[config.mk]
export PLATFORM = sky130hd
export DESIGN_NAME = bus_sync_rx
export DESIGN_NICKNAME = d
export VERILOG_FILES = /design/src/rtl/bus_sync_pkg.sv /design/src/rtl/bit_sync.sv /design/src/rtl/bus_sync_rx.sv
export SDC_FILE = /design/constraint.sdc
export NUM_CORES = 1
export LEC_CHECK = 0
export ABC_AREA = 1
export ABC_CLOCK_PERIOD_IN_PS = 1100
export BUFFER_PORTS_ARGS = -buffer_cell sky130_fd_sc_hd__buf_4
export CORE_UTILIZATION = 40
export DETAILED_ROUTE_END_ITERATION = 10
export GPL_ROUTABILITY_DRIVEN = 0
export GPL_TIMING_DRIVEN = 1
export PLACE_DENSITY = 0.71
export REMOVE_ABC_BUFFERS = 1
export SLEW_MARGIN = 15
export SYNTH_ARGS = -nofsm -noshare
export SYNTH_HDL_FRONTEND = slang
export SYNTH_SLANG_ARGS = --single-unit
[constraint.sdc]
create_clock -name CLK -period 1.1 [get_ports CLK]
set_clock_uncertainty 0.2 [all_clocks]
set_input_delay 0.165 -clock CLK [delete_from_list [all_inputs] [get_ports CLK]]
set_output_delay 0.165 -clock CLK [all_outputs]
set_load 0.02 [all_outputs]
[src/rtl/bus_sync_pkg.sv]
// Shared types and defaults for the bus_sync_rx receiver and its synchronizer.
package bus_sync_pkg;

  // Default depth of the REQ synchronizer chain; two flops is the minimum.
  localparam int NUM_STAGES_DEFAULT = 2;

  // Default data bus width in bits.
  localparam int BUS_WIDTH_DEFAULT = 8;

  // Receiver FSM: waiting for a new request, or holding a word for the consumer.
  typedef enum logic {
    IDLE = 1'b0,
    HOLD = 1'b1
  } state_t;

endpackage

[src/rtl/bit_sync.sv]
// Single-bit multi-flop synchronizer into the CLK domain.
// The chain is cleared asynchronously by RST (active-low). NUM_STAGES must be >= 2.
module bit_sync
  import bus_sync_pkg::*;
#(
  parameter int NUM_STAGES = NUM_STAGES_DEFAULT
) (
  input  logic CLK,
  input  logic RST,
  input  logic unsync,
  output logic synced
);

  logic [NUM_STAGES-1:0] chain_reg;

  // Shift the asynchronous level through the flop chain; bit 0 is the metastable-exposed stage.
  always_ff @(posedge CLK or negedge RST) begin
    if (!RST) begin
      chain_reg <= '0;
    end else begin
      chain_reg <= {chain_reg[NUM_STAGES-2:0], unsync};
    end
  end

  assign synced = chain_reg[NUM_STAGES-1];

endmodule

[src/rtl/bus_sync_rx.sv]
// Toggle-handshake bus receiver: captures UNSYNC_BUS when the synchronized REQ
// level differs from the level of the last captured word, presents it with
// VALID until RDY, then returns an ACK toggle to the source.
// RST is asynchronous active-low; its release is expected to be synchronized to CLK upstream.
// Optional feature: define BUS_SYNC_RX_PARITY_EN to add UNSYNC_PAR / PAR_ERR even-parity checking.
module bus_sync_rx
  import bus_sync_pkg::*;
#(
  parameter int NUM_STAGES = NUM_STAGES_DEFAULT,
  parameter int BUS_WIDTH  = BUS_WIDTH_DEFAULT
) (
  input  logic                 CLK,
  input  logic                 RST,
  input  logic                 UNSYNC_REQ,
  input  logic [BUS_WIDTH-1:0] UNSYNC_BUS,
`ifdef BUS_SYNC_RX_PARITY_EN
  input  logic                 UNSYNC_PAR,
  output logic                 PAR_ERR,
`endif
  input  logic                 RDY,
  output logic [BUS_WIDTH-1:0] SYNC_BUS,
  output logic                 VALID,
  output logic                 ENABLE_PULSE,
  output logic                 ACK
);

  state_t               state_reg;
  logic                 req_s;
  logic                 req_seen_reg;
  logic [BUS_WIDTH-1:0] sync_bus_reg;
  logic                 valid_reg;
  logic                 enable_pulse_reg;
  logic                 ack_reg;
  logic                 capture;

  bit_sync #(
    .NUM_STAGES(NUM_STAGES)
  ) u_req_sync (
    .CLK   (CLK),
    .RST   (RST),
    .unsync(UNSYNC_REQ),
    .synced(req_s)
  );

  // A new word is taken only from IDLE; toggles arriving during HOLD stay visible on req_s.
  assign capture = (state_reg == IDLE) && (req_s != req_seen_reg);

  // Handshake FSM with registered data, strobe and acknowledge outputs.
  always_ff @(posedge CLK or negedge RST) begin
    if (!RST) begin
      state_reg        <= IDLE;
      req_seen_reg     <= 1'b0;
      sync_bus_reg     <= '0;
      valid_reg        <= 1'b0;
      enable_pulse_reg <= 1'b0;
      ack_reg          <= 1'b0;
    end else begin
      enable_pulse_reg <= 1'b0;
      case (state_reg)
        IDLE: begin
          if (capture) begin
            sync_bus_reg     <= UNSYNC_BUS;
            req_seen_reg     <= req_s;
            valid_reg        <= 1'b1;
            enable_pulse_reg <= 1'b1;
            state_reg        <= HOLD;
          end
        end
        HOLD: begin
          if (RDY) begin
            valid_reg <= 1'b0;
            ack_reg   <= ~ack_reg;
            state_reg <= IDLE;
          end
        end
        default: state_reg <= IDLE;
      endcase
    end
  end

`ifdef BUS_SYNC_RX_PARITY_EN
  logic par_err_reg;

  // Even parity: the parity bit equals the XOR of the data bits; flag a mismatch at capture.
  always_ff @(posedge CLK or negedge RST) begin
    if (!RST) begin
      par_err_reg <= 1'b0;
    end else if (capture) begin
      par_err_reg <= (^UNSYNC_BUS) ^ UNSYNC_PAR;
    end
  end

  assign PAR_ERR = par_err_reg;
`else
  // Parity checking is not built in this configuration.
`endif

  assign SYNC_BUS     = sync_bus_reg;
  assign VALID        = valid_reg;
  assign ENABLE_PULSE = enable_pulse_reg;
  assign ACK          = ack_reg;

endmodule
==> results.toml <==
[cells_and_area]
final_layout_size_suffix_gt1_share_pct = 49.5
final_cell_mix = "buf_4, nand2_1, dfrtp_1"
mostFrequentLayoutCell = "buf_4"
antennaDiodeCount = 0
syn_to_final_growth_pct = 92.4
largest_reg_flops = 8
fin_util_pct = 83.7
fin_nets = 120

[worst_setup_path]
critPathKind = "reg -> reg"
crit_path_max_fanout = 8
crit_path_end_kind = "flop"
worstPathArrival_ns = 1.16
worstSetupStartpointType = "flop"
cp.required_ns = 1.07

[drt]
drcViolationCount = 0
routedWlPerCell_um = 13.8
drt_iter0_markers = 9
routed_via_density = 4.84
drt_pass1_iterations = 4
drt.antenna.violating_nets = 0
vias = 590
wl_um = 1690

[clock_tree]
clkSinkCount = 15
clockRootBuffer = "clkbuf_4"
ctsHtreeMaxLevel = 1
clk_latency_ns = 0.28
clockBufferDepth = 2
cts.clk_slew.worst_paths_ns = 0.09
cts_tree = "done"
cts_buffers = 3

[outcome]
violations = "negative setup slack"
status = "finished with violations"

[yosys]
postSynthCellCount = 54
ys_types = 11
synth-simple-area-share_pct = 26.6
synth_xor_area_share_pct = 1.53
synthMuxAreaShare_pct = 0
synth-compound-area-share_pct = 1.75
syn_area_per_cell_um2 = 10.6
synthTopCellsByArea = "dfrtp_1, nand2_1, nand4_1, buf_6, nand2_4"
ys_seq_area_share_pct = 65.5
synth_top_cell_by_area = "dfrtp_1"
synth_fa_ha_area_share_pct = 0
yosysWarnings = 0
synth_top_family_by_area = "simple AND/OR/NAND/NOR gates"
ys_ff_latch = 15
netlist.area_leader.share_pct = 65.5
netlist_area_um2 = 573

[power_and_ir_drop]
ir_drop_mv = 1.83
power.total_uw = 3140
leakagePower_uw = 0.000575
powerDensity_nw_per_um2 = 2850

[die]
coreArea_um2 = 1320
dieArea_um2 = 1590
row_count = 13
die_h_um = 39.9
initial_core_util_pct = 43.5
io_pins = 23
die_w_um = 39.9

[global_route]
grt_max_degree = 16
grt_pass1_vias = 539
grtUsageTotal_pct = 23.3
antenna_found_initial = 0
grt_pass1_wl_um = 2320
overflow = 0

[sta]
period_needed_ns = 1.19
period_share_pct = 109
layout_setup_ws_ns = -0.0935
worstMarginPinSlew_ns = 0.196
setup_violations = 19
finalMaxSlewViolations = 0
relSlewSlack_pct = 86.9
fmax_mhz = 838
finalHoldViolCount = 0
rsz0062_at_grt = "yes"

[hold_path]
hold_class = "in -> async"

[job]
maxCapViolations = 0

[place]
dp_hpwl_um = 854
port_buffers = 22
pre_cts_ws_ns = -0.114
-- area by class of cell --
cell class	count	area (µm²)
Timing Repair Buffer	49	453
Clock buffer	4	26.3
Fill cell	73	215
Sequential cell	15	377
Multi-Input combinational cell	35	213
Inverter	4	15.0
Tap cell	15	18.8
-- final timing paths --
check	from	slack, ns	endpoint	cells past startpoint
setup / recovery	u_req_sync.chain_reg[1]$_DFF_PN0_	-0.09	SYNC_BUS[7]$_DFFE_PN0P_	5
hold / removal	RST	0.06	SYNC_BUS[2]$_DFFE_PN0P_	2
setup reg to reg	u_req_sync.chain_reg[1]$_DFF_PN0_	-0.09	SYNC_BUS[7]$_DFFE_PN0P_	5
hold reg to reg	u_req_sync.chain_reg[0]$_DFF_PN0_	0.17	u_req_sync.chain_reg[1]$_DFF_PN0_	0
max in group asynchronous	RST	0.44	req_seen_reg$_DFFE_PN0P_	2
min in group CLK	u_req_sync.chain_reg[0]$_DFF_PN0_	0.17	u_req_sync.chain_reg[1]$_DFF_PN0_	0
-- critical path, stage by stage, from the launching register on --
cell     delay (ns)
dfrtp_1        0.43
inv_2          0.10
nand2_4        0.09
buf_12         0.14
nand4_1        0.07
nand2_1        0.06
-- timing repair --
action / in CTS / in global routing
hold buffers: 11 / 0
gates cloned: 1 / 0
hold endpoints to repair: 27 / 0
pin swaps: 4 / 1
setup buffers: 5 / 7
endpoints found under the setup margin: 22 / 24
gates resized for setup: 14 / 8
-- power breakdown --
group	total [µW]	leakage, µW	internal (µW)	switching [µW]
Clock	313	0.0000150	141	173
Sequential	985	0.000180	799	185
Combinational	1840	0.000380	972	867
Total	3140	0.000575	1910	1230
-- Yosys cell counts --
master   instances
buf_6            1
nand3_2          1
o21ai_0          2
inv_2            2
nand4_1          8
nand2_4          1
dfrtp_1         15
xnor2_1          1
nand2_1         20
nand2_2          1
inv_1            2
-- cell families (layout without fill, tap and decap cells) --
| kind of cell | count (synthesis) | after routing |
|---|---|---|
| buffers and inverters | 5 | 57 |
| and+or+nand+nor | 31 | 32 |
| AOI/OAI and AO/OA | 2 | 2 |
| DFF | 15 | 15 |
| xor gates and xnor gates | 1 | 1 |
-- stage by stage --
| stage | hold slack [ns] | cells | cell area, µm² | setup TNS (ns) |
|---|---|---|---|---|
| after floorplan | -0.331 | 53 | 562 | -0.320 |
| after global placement | -0.174 | 94 | 788 | -0.339 |
| after detailed placement | -0.168 | 94 | 788 | -0.914 |
| after CTS | 0.0836 | 115 | 1020 | -1.01 |
| after global routing | 0.0880 | 122 | 1100 | -1.98 |
| final | 0.0632 | 122 | 1100 | -1.39 |
-- per-layer routing --
metal  vias to the layer above  GRT usage (%)  wire length [µm]
met4                         0           7.76                 7
met2                        19           45.9               935
met3                         2           3.98                82
met5                         -              0                 0
met1                       283           23.8               661
li1                        286              -                 -
Note: power is estimated with default switching activity, not from simulation.
